==> config.mk <==
export PLATFORM = sky130hd
export DESIGN_NAME = des_block_scheduler_flat
export DESIGN_NICKNAME = d
export VERILOG_FILES = /design/src/rtl/des_sched_pkg.sv /design/src/rtl/des_block_scheduler_if.sv /design/src/rtl/des_slot_ctrl.sv /design/src/rtl/des_block_scheduler.sv /design/src/flat_wrapper.sv
export SDC_FILE = /design/constraint.sdc
export NUM_CORES = 1
export LEC_CHECK = 0
export ABC_AREA = 1
export CORE_UTILIZATION = 25
export DETAILED_ROUTE_END_ITERATION = 10
export GPL_TIMING_DRIVEN = 0
export PLACE_DENSITY_LB_ADDON = 0.25
export SLEW_MARGIN = 20
export SYNTH_ARGS = -nofsm -noshare
export SYNTH_HDL_FRONTEND = slang
export SYNTH_SLANG_ARGS = --single-unit
export TNS_END_PERCENT = 10
==> constraint.sdc <==
create_clock -name clk -period 3.3 [get_ports clk]
set_input_delay 0.66 -clock clk [delete_from_list [all_inputs] [get_ports clk]]
set_output_delay 0.66 -clock clk [all_outputs]
set_load 0.01 [all_outputs]
==> src/rtl/des_sched_pkg.sv <==
// Shared types and constants for the DES block scheduler: FSM encodings and seed slicing.
package des_sched_pkg;

    localparam int unsigned SEED_W     = 64;
    localparam int unsigned MAX_BLOCKS = 16;

    typedef enum logic [1:0] {
        StIdle,
        StDispatch,
        StDrain,
        StDone
    } top_state_e;

    typedef enum logic [1:0] {
        SlotIdle,
        SlotRun,
        SlotRelease
    } slot_state_e;

    // Low bit of block idx's slice within the packed blk_seed bus.
    function automatic int unsigned seed_lo(input int unsigned idx);
        return idx * SEED_W;
    endfunction

endpackage

==> src/rtl/des_block_scheduler_if.sv <==
// Host command, status and des_block array signals of the scheduler.
// master drives commands and blk_valid; slave is the scheduler.
interface des_block_scheduler_if #(
    parameter int unsigned N_BLOCKS = 4,
    parameter int unsigned JOB_W    = 16
);

    logic                                        cmd_start;
    logic [des_sched_pkg::SEED_W-1:0]            cmd_base_seed;
    logic [JOB_W-1:0]                            cmd_num_jobs;
    logic                                        busy;
    logic                                        done;
    logic [JOB_W-1:0]                            jobs_dispatched;
    logic [JOB_W-1:0]                            jobs_completed;
    logic [N_BLOCKS-1:0]                         blk_start;
    logic [des_sched_pkg::SEED_W*N_BLOCKS-1:0]   blk_seed;
    logic [N_BLOCKS-1:0]                         blk_valid;

    modport master (
        output cmd_start, cmd_base_seed, cmd_num_jobs, blk_valid,
        input  busy, done, jobs_dispatched, jobs_completed, blk_start, blk_seed
    );

    modport slave (
        input  cmd_start, cmd_base_seed, cmd_num_jobs, blk_valid,
        output busy, done, jobs_dispatched, jobs_completed, blk_start, blk_seed
    );

endinterface

==> src/rtl/des_slot_ctrl.sv <==
// Per-block slot controller: holds start and the seed of one des_block for the length of a job.
module des_slot_ctrl
    import des_sched_pkg::*;
(
    input  logic              clk,
    input  logic              rst_n,
    input  logic              grant,
    input  logic [SEED_W-1:0] seed,
    input  logic              blk_valid,
    output logic              idle,
    output logic              complete,
    output logic              blk_start,
    output logic [SEED_W-1:0] blk_seed
);

    slot_state_e       state_q;
    logic              start_q;
    logic [SEED_W-1:0] seed_q;

    always_ff @(posedge clk) begin
        if (!rst_n) begin
            state_q <= SlotIdle;
            start_q <= 1'b0;
            seed_q  <= '0;
        end else begin
            unique case (state_q)
                SlotIdle: begin
                    if (grant) begin
                        state_q <= SlotRun;
                        start_q <= 1'b1;
                        seed_q  <= seed;
                    end
                end
                SlotRun: begin
                    if (blk_valid) begin
                        state_q <= SlotRelease;
                        start_q <= 1'b0;
                    end
                end
                SlotRelease: begin
                    if (grant) begin
                        state_q <= SlotRun;
                        start_q <= 1'b1;
                        seed_q  <= seed;
                    end else begin
                        state_q <= SlotIdle;
                    end
                end
                default: begin
                    state_q <= SlotIdle;
                    start_q <= 1'b0;
                end
            endcase
        end
    end

    // A releasing slot may be granted: the new start only rises after its one low cycle.
    assign idle      = (state_q != SlotRun);
    assign complete  = (state_q == SlotRun) && blk_valid;
    assign blk_start = start_q;
    assign blk_seed  = seed_q;

endmodule

==> src/rtl/des_block_scheduler.sv <==
// Dispatches a batch of seeded jobs across N_BLOCKS des_block slots and reports completion.
// Define DES_SCHED_PERF_EN to add the saturating busy-cycle counter output cycle_count.
module des_block_scheduler
    import des_sched_pkg::*;
#(
    parameter int unsigned N_BLOCKS = 4,
    parameter int unsigned JOB_W    = 16
) (
    input logic                  clk,
    input logic                  rst_n,
    des_block_scheduler_if.slave bus
`ifdef DES_SCHED_PERF_EN
    ,
    output logic [31:0]          cycle_count
`endif
);

    top_state_e          state_q;
    logic                busy_q;
    logic                done_q;
    logic [SEED_W-1:0]   base_q;
    logic [JOB_W-1:0]    num_q;
    logic [JOB_W-1:0]    disp_q;
    logic [JOB_W-1:0]    comp_q;
    logic [JOB_W-1:0]    disp_d;
    logic [JOB_W-1:0]    comp_d;
    logic [JOB_W-1:0]    n_comp;
    logic [N_BLOCKS-1:0] slot_idle;
    logic [N_BLOCKS-1:0] slot_complete;
    logic [N_BLOCKS-1:0] slot_start;
    logic [N_BLOCKS-1:0] grant;
    logic                accept;
    logic                dispatch_en;
    logic                found;
    logic [SEED_W-1:0]   next_seed;

    assign accept      = (state_q == StIdle) && bus.cmd_start;
    assign dispatch_en = (accept && (bus.cmd_num_jobs != '0)) ||
                         ((state_q == StDispatch) && (disp_q != num_q));
    // Job 0 goes out on the accepting edge, straight from the command inputs.
    assign next_seed   = (state_q == StIdle) ? bus.cmd_base_seed : base_q + SEED_W'(disp_q);

    always_comb begin
        grant = '0;
        found = 1'b0;
        for (int i = 0; i < int'(N_BLOCKS); i++) begin
            if (dispatch_en && slot_idle[i] && !found) begin
                grant[i] = 1'b1;
                found    = 1'b1;
            end
        end
    end

    always_comb begin
        n_comp = '0;
        for (int i = 0; i < int'(N_BLOCKS); i++) begin
            n_comp = n_comp + JOB_W'(slot_complete[i]);
        end
    end

    assign disp_d = disp_q + JOB_W'(found);
    assign comp_d = comp_q + n_comp;

    always_ff @(posedge clk) begin
        if (!rst_n) begin
            state_q <= StIdle;
            busy_q  <= 1'b0;
            done_q  <= 1'b0;
            base_q  <= '0;
            num_q   <= '0;
            disp_q  <= '0;
            comp_q  <= '0;
        end else begin
            done_q <= 1'b0;
            unique case (state_q)
                StIdle: begin
                    if (bus.cmd_start) begin
                        base_q  <= bus.cmd_base_seed;
                        num_q   <= bus.cmd_num_jobs;
                        disp_q  <= JOB_W'(found);
                        comp_q  <= '0;
                        busy_q  <= 1'b1;
                        // An empty batch passes through DRAIN so it still shows one busy cycle.
                        state_q <= (bus.cmd_num_jobs == '0) ? StDrain : StDispatch;
                    end
                end
                StDispatch: begin
                    disp_q <= disp_d;
                    comp_q <= comp_d;
                    if (disp_d == num_q) begin
                        if (comp_d == num_q) begin
                            state_q <= StDone;
                            busy_q  <= 1'b0;
                            done_q  <= 1'b1;
                        end else begin
                            state_q <= StDrain;
                        end
                    end
                end
                StDrain: begin
                    comp_q <= comp_d;
                    if (comp_d == num_q) begin
                        state_q <= StDone;
                        busy_q  <= 1'b0;
                        done_q  <= 1'b1;
                    end
                end
                StDone: begin
                    state_q <= StIdle;
                end
                default: begin
                    state_q <= StIdle;
                    busy_q  <= 1'b0;
                end
            endcase
        end
    end

    for (genvar i = 0; i < N_BLOCKS; i++) begin : g_slot
        logic [SEED_W-1:0] slot_seed;

        des_slot_ctrl u_slot (
            .clk       (clk),
            .rst_n     (rst_n),
            .grant     (grant[i]),
            .seed      (next_seed),
            .blk_valid (bus.blk_valid[i]),
            .idle      (slot_idle[i]),
            .complete  (slot_complete[i]),
            .blk_start (slot_start[i]),
            .blk_seed  (slot_seed)
        );

        assign bus.blk_seed[seed_lo(i) +: SEED_W] = slot_seed;
    end

    assign bus.blk_start       = slot_start;
    assign bus.busy            = busy_q;
    assign bus.done            = done_q;
    assign bus.jobs_dispatched = disp_q;
    assign bus.jobs_completed  = comp_q;

`ifdef DES_SCHED_PERF_EN
    logic [31:0] cycle_q;

    always_ff @(posedge clk) begin
        if (!rst_n) begin
            cycle_q <= '0;
        end else if (accept) begin
            cycle_q <= '0;
        end else if (busy_q && (cycle_q != '1)) begin
            cycle_q <= cycle_q + 32'd1;
        end
    end

    assign cycle_count = cycle_q;
`endif

endmodule

==> src/flat_wrapper.sv <==
// flat-port wrapper written by rule: the top's interface ports become plain ports
module des_block_scheduler_flat import des_sched_pkg::*;
#(
    parameter int unsigned N_BLOCKS = 4,
    parameter int unsigned JOB_W    = 16
)
  (clk, rst_n, bus_cmd_start, bus_cmd_base_seed, bus_cmd_num_jobs, bus_blk_valid, bus_busy, bus_done, bus_jobs_dispatched, bus_jobs_completed, bus_blk_start, bus_blk_seed);
  des_block_scheduler_if #(.N_BLOCKS(N_BLOCKS), .JOB_W(JOB_W)) bus_i ();
  input logic clk;
  input logic rst_n;
  input wire logic [$bits(bus_i.cmd_start)-1:0] bus_cmd_start;
  input wire logic [$bits(bus_i.cmd_base_seed)-1:0] bus_cmd_base_seed;
  input wire logic [$bits(bus_i.cmd_num_jobs)-1:0] bus_cmd_num_jobs;
  input wire logic [$bits(bus_i.blk_valid)-1:0] bus_blk_valid;
  output wire logic [$bits(bus_i.busy)-1:0] bus_busy;
  output wire logic [$bits(bus_i.done)-1:0] bus_done;
  output wire logic [$bits(bus_i.jobs_dispatched)-1:0] bus_jobs_dispatched;
  output wire logic [$bits(bus_i.jobs_completed)-1:0] bus_jobs_completed;
  output wire logic [$bits(bus_i.blk_start)-1:0] bus_blk_start;
  output wire logic [$bits(bus_i.blk_seed)-1:0] bus_blk_seed;
  assign bus_i.cmd_start = bus_cmd_start;
  assign bus_i.cmd_base_seed = bus_cmd_base_seed;
  assign bus_i.cmd_num_jobs = bus_cmd_num_jobs;
  assign bus_i.blk_valid = bus_blk_valid;
  assign bus_busy = bus_i.busy;
  assign bus_done = bus_i.done;
  assign bus_jobs_dispatched = bus_i.jobs_dispatched;
  assign bus_jobs_completed = bus_i.jobs_completed;
  assign bus_blk_start = bus_i.blk_start;
  assign bus_blk_seed = bus_i.blk_seed;
  des_block_scheduler #(.N_BLOCKS(N_BLOCKS), .JOB_W(JOB_W)) u_core (.clk(clk), .rst_n(rst_n), .bus(bus_i));
endmodule
* Word-level counts from Yosys, hierarchy flattened
Cells that the tools add are included.
Storage, ports and cells: flip-flop bits (word level) 384, input bits 87
Cells by class: muxes and demuxes 53, reductions and logical operators 50, equality and inequality tests 33, add/subtract/negate cells 6
Operator list (number):
- adder 64 x 16 -> 64 bit | 1
- 2-to-1 mux 64 bit | 1
- one-hot mux 16 bit (2 select lines) | 2
- adder 16 x 1 -> 16 bit | 3
- equality test 16 bit | 2
- 2-to-1 mux 16 bit | 2
- AND reduction 2 bit | 15
- 2-to-1 mux 1 bit | 25
- 2-to-1 mux 2 bit | 12
- one-hot mux 2 bit (3 select lines) | 4
- inequality test 2 bit (second input constant) | 10
- inequality test 2 x 1 -> 1 bit (second input constant) | 9
- adder 16 bit | 1
- logical NOT 16 bit | 1
- inequality test 16 bit | 1
- nonzero test 16 bit | 1
- logical AND 1 bit | 14
- equality test 2 bit (second input constant) | 6
- equality test 2 x 1 -> 1 bit (second input constant) | 5
- logical NOT 2 bit | 5
- one-hot mux 1 bit (2 select lines) | 5
- OR reduction 2 bit | 5
- one-hot mux 2 bit (4 select lines) | 1
- AND reduction 3 bit | 2
- 6 further kinds | 9

* Logic depth before layout (Yosys ltp)
depth after elaboration 19, mapped depth 26

* Cells and area by module
Synthesis repeated with hierarchy kept, for this count alone.
Unflattened totals: cell total of the unflattened synthesis 3068, area, all modules 20462.1 sq um
Modules (own cells, without submodules):
- des_slot_ctrl | times used 4, cells an instance 367, area an instance 2775.2 sq um
- des_block_scheduler | times used 1, cells an instance 1600, area an instance 9361.5 sq um

* Worst setup path after synthesis
Ideal clock, no wire load.
kind input port to flip-flop, from input bus_blk_valid[1], to register u_core.state_q[0], cell stages on the path 22, data required time 3186 ps, arrival 3440 ps, path buffers 0, setup slack -253 ps, setup time 114 ps, cell sequence inv_1 -> nor2_1 -> ha_1 -> inv_1 -> fa_1 -> inv_1 -> ha_1 -> fa_1 -> nand2_1 -> nand2_1 -> nand2_2 -> o21ai_0 -> nand2_1 -> nand2_1 -> nand2_1 -> nand3_1 -> nor2_1 -> nand3_1 -> nand2_1 -> nand2_2 -> a21oi_1 -> nor2_1
Between the ends: longest elaborated chain between the ends 9, elaborated cells between the ends (all ways) 11, classes of those cells add/sub (4); eq/ne (2); mux (3); reduce/logical (2)
Ends and longest elaborated chain:
- start: declaration | line flat_wrapper.sv:14 | input wire logic [$bits(bus_i.blk_valid)-1:0] bus_blk_valid;
- logical AND 1 bit (*) | line des_slot_ctrl.sv:59 | assign complete = (state_q == SlotRun) && blk_valid;
- adder 1 x 1 -> 2 bit (*) | line des_block_scheduler.sv:57 | n_comp = n_comp + JOB_W'(slot_complete[i]);
- adder 16 x 1 -> 16 bit (*) (2 in a row) | line des_block_scheduler.sv:57
- adder 16 bit (*) | line des_block_scheduler.sv:62 | assign comp_d = comp_q + n_comp;
- equality test 16 bit (*) | line des_block_scheduler.sv:91, des_block_scheduler.sv:102
- 2-to-1 mux 1 bit | line des_block_scheduler.sv:91 | if (comp_d == num_q) begin
- 2-to-1 mux 2 bit | line des_block_scheduler.sv:90 | if (disp_d == num_q) begin
- one-hot mux 2 bit (4 select lines) | line des_block_scheduler.sv:75 | unique case (state_q)
- end signal: assignment | line des_block_scheduler.sv:92 | state_q <= StDone;
- end signal: assignment | line des_block_scheduler.sv:96 | state_q <= StDrain;
- end signal: assignment | line des_block_scheduler.sv:103 | state_q <= StDone;
- end: declaration | line des_block_scheduler.sv:18 | top_state_e state_q;
Mark *: on every way between the ends. The rest lies on a longest branch, timed or not. The select of a mux whose other input is x is not followed. A chain may end at the register's enable or synchronous reset.

* Final worst setup path
from register u_core.g_slot[0].u_slot.state_q[0], to register u_core.state_q[0]
Between the ends: longest elaborated chain between the ends 16, elaborated cells between the ends (all ways) 27, classes of those cells add/sub (5); eq/ne (6); mux (7); reduce/logical (9)
Ends and longest elaborated chain:
- start: declaration | line des_slot_ctrl.sv:16 | slot_state_e state_q;
- start signal: assignment | line des_slot_ctrl.sv:22 | state_q <= SlotIdle;
- start signal: assignment | line des_slot_ctrl.sv:29 | state_q <= SlotRun;
- start signal: assignment | line des_slot_ctrl.sv:36 | state_q <= SlotRelease;
- branches (longest 16 deep; another with adder 16 x 1 -> 16 bit)
- end signal: assignment | line des_block_scheduler.sv:66 | state_q <= StIdle;
- end signal: assignment | line des_block_scheduler.sv:92
- end signal: assignment | line des_block_scheduler.sv:96
Parallel ways; which one is timed is not known. The select of a mux whose other input is x is not followed.

==> reports/qor.yml <==
cells_and_area:
  layout-drive-gt1-share: 0.08230
  synthToLayoutAreaGrowth_pct: 37.93
  final.fill_count: 7970
  layout.nets: 3234
  final_util: 0.3485
timing:
  timing.final.crit_share: 1.043
  skew_ns: 0.03546
  fmax_mhz: 290.6
  min_period_ns: 3.442
  setup_viol: 4
  worstMarginPinSlew_ns: 1.157
  fin_hold_ws_ns: 0.4337
  slew_viol_final: 0
  rsz0062_at_grt: "yes"
  relSlewSlack: 0.2286
  setup_ws_ns: -0.1415
  hold_viol_final: 0
pwr:
  finalPower_uw: 18020
  p_seq_frac: 0.342
  combPwrFrac: 0.370
  p_switching_uw: 7181
  leakage_uw: 0.01030
  pwr-share-clk: 0.288
  swShare: 0.3986
  p_int_uw: 10840
  max-vdd-ir-drop_mv: 0.3890
  power_density_mw_per_mm2: 709.9
yosys:
  syn_area_per_cell_um2: 6.889
  yosysUniqueCellTypes: 46
  synth_seq_area_share: 0.4178
  synth.most_common_cell: "nand2_1"
  syn-num-nets: 2788
  ys.flop_type: "dfxtp_1"
  synth_edf_count: 0
  ys.warnings.count: 0
  synthCells: 2671
  yosys.area.top_type: "dfxtp_1"
  synthArstFlopShare: 0
  ys_seq_elements: 384
  syn_area_mm2: 0.01840
  synth.area.top_cells: "dfxtp_1 (42%), nand2_1 (9.9%), o21ai_0 (8.5%)"
  synth_top_area_frac: 0.4178
  ys_top_cells_by_count: "nand2_1 (485), dfxtp_1 (384), o21ai_0 (311)"
outcome:
  violations: "setup timing"
  outcome: "finished, violations left"
global_routing:
  grt_use_total: 0.2336
  grt_pass1_vias: 19140
  antenna_found_initial: 15
  grt-ovfl-total: 0
  grt_max_degree: 13
  grt_pass1_wl_mm: 129.2
floorplanning:
  rows: 99
  io_pins: 381
  die_h_um: 273.3
  initial_core_util: 0.2526
  core_mm2: 0.07283
  dieArea_mm2: 0.07470
  die_w_um: 273.3
route:
  drt_iter0_drc: 1679
  firstDrtPassIters: 8
  vias: 20080
  wl_per_cell_um: 21.96
  viasPerCell: 4.885
  ant_nets: 0
  finalWirelength_mm: 90.26
  drc: 0
worst_setup_path:
  cp_max_fo: 6
  path_class: "reg -> reg"
  crit_path_end_kind: "register"
  worstSetupStartpointType: "register"
  critPathRequiredTime_ns: 3.83
  critPathArrivalTime_ns: 3.97
  rr_worst_depth: 23
clock_tree:
  htree_levels: 2
  cts-buffers-inserted: 45
  cts_tree: "built"
  clk_latency_ns: 0.61
  cts_root_buf: "clkbuf_16"
  clkTransAtPathRegs_ns: 0.06
  cts_buffer_depth: 3
  cts_sinks: 384
placed_design:
  gp_congestion: 1.006
  hpwl_mm: 70.70
  portBuffers: 379
run:
  maxCapViolations: 0
min_path:
  hp-class: "reg -> reg"
  holdPathStages: 1
-- layout make-up --
| class | count | area, um2 | share of cell area |
|---|---|---|---|
| buffer | 132 | 551.8 | 0.02174 |
| clock buffer | 62 | 1311 | 0.05166 |
| clock inverter | 15 | 185.2 | 0.007296 |
| tap | 959 | 1200 | 0.04727 |
| antenna | 4 | 10.01 | 0.0003944 |
| multi-input combinational | 1864 | 9338 | 0.3679 |
| timing repair buffer | 399 | 3950 | 0.1556 |
| sequential | 384 | 7721 | 0.3042 |
| inverter | 291 | 1115 | 0.04392 |
-- per-stage QoR --
step	worst slack, ns	setup TNS (ns)	cells	area [um2]
final	-0.1415	-0.3886	4110	25380
after global routing	-0.3603	-1.274	4108	25380
after CTS	-0.1252	-0.3883	4102	25250
after detailed placement	-1.183	-108.02	4009	23430
after global placement	-1.154	-104.02	4009	23430
after floorplan	-0.1032	-0.2243	2671	18440
-- sequential cells by signal (all words and copies together), names as in the netlist --
register / flops
u_core.base_q: 64
u_core.bus.busy: 1
u_core.bus.done: 1
u_core.bus.jobs_completed: 16
u_core.bus.jobs_dispatched: 16
u_core.g_slot.u_slot.blk_seed: 256
u_core.g_slot.u_slot.blk_start: 4
u_core.g_slot.u_slot.state_q: 8
u_core.num_q: 16
u_core.state_q: 2
-- critical path: stages (launching register included) --
cell,delay (ns)
dfxtp_2,0.33
inv_2,0.05
nor2_4,0.11
inv_2,0.05
nor2_2,0.10
ha_1,0.23
inv_1,0.07
fa_1,0.40
inv_1,0.07
ha_2,0.20
fa_2,0.25
nand2_4,0.09
a21oi_4,0.26
nand4_1,0.15
nand2_1,0.12
nand2_1,0.05
nand2_1,0.08
nand3_2,0.09
nor2_4,0.14
buf_4,0.12
nand4_1,0.10
nand2_1,0.12
a21oi_2,0.06
nor2_1,0.11
-- placed cells by master (no fill, tap or decap), drive strengths merged, types with 2 or more instances in the layout --
cell and count:
nand2 494, inv 293, a21oi 272, a21o 2
ha 27, diode 4, clkinv 8, clkdlybuf4s50 375
xor2 13, o22ai 3, or2 23, buf 62
clkbuf 152, nor4 13, o21a 4, xnor2 8
nor2 304, dfxtp 384, clkinvlp 2, dlygate4sd2 4
and3 3, a221oi 3, a31oi 2, nand4 32
nor3 36, nand3 248, fa 3, o211ai 26
bufinv 3, o21ai 317, nand3b 7, a211oi 20
-- final timing paths --
| kind | startpoint | to | slack, ns |
|---|---|---|---|
| setup reg to reg | u_core.g_slot[0].u_slot.state_q[0] | u_core.state_q[0] | -0.14 |
| hold / removal | u_core.g_slot[1].u_slot.state_q[0] | u_core.g_slot[1].u_slot.blk_start | 0.43 |
| setup / recovery | u_core.g_slot[0].u_slot.state_q[0] | u_core.state_q[0] | -0.14 |
| hold reg to reg | u_core.g_slot[1].u_slot.state_q[0] | u_core.g_slot[1].u_slot.blk_start | 0.43 |
-- power groups by stage --
stage,combinational [uW],sequential [uW],clock [uW]
final,6670,6160,5190
after global routing,7190,6250,5440
after CTS,6580,6150,5270
after detailed placement,6440,6220,0
after global placement,6420,6240,0
after floorplan,2940,6310,0
-- timing repair --
item / CTS / global route
hold buffers: 0 / 0
cloned: 0 / 0
resized for setup: 71 / 28
endpoints found under the hold margin: 0 / 0
pin swaps: 22 / 14
endpoints found under the setup margin: 32 / 48
setup buffers: 16 / 7
-- logic make-up (layout without fill, tap and decap cells) --
| group | after synthesis | after routing | synth area share |
|---|---|---|---|
| multiplexers | 1 | 1 | 0.0005440 |
| AND/OR/NAND/NOR | 1161 | 1161 | 0.2742 |
| flip-flops | 384 | 384 | 0.4178 |
| AO/OA/AOI/OAI | 651 | 651 | 0.1866 |
| XOR/XNOR | 21 | 21 | 0.009995 |
| adder cells (fa/ha/maj) | 30 | 30 | 0.02162 |
| other | 0 | 4 | 0 |
| buffers and inverters | 423 | 899 | 0.08928 |
-- routing by layer --
| layer | wire length (um) | track usage | share of wire |
|---|---|---|---|
| met1 | 39810 | 0.3059 | 0.44 |
| met4 | 2552 | 0.06983 | 0.028 |
| met3 | 6362 | 0.04781 | 0.070 |
| met2 | 41410 | 0.3839 | 0.46 |
| met5 | 124 | 0 | 0.0014 |
Note: power is estimated with default switching activity, not from simulation.
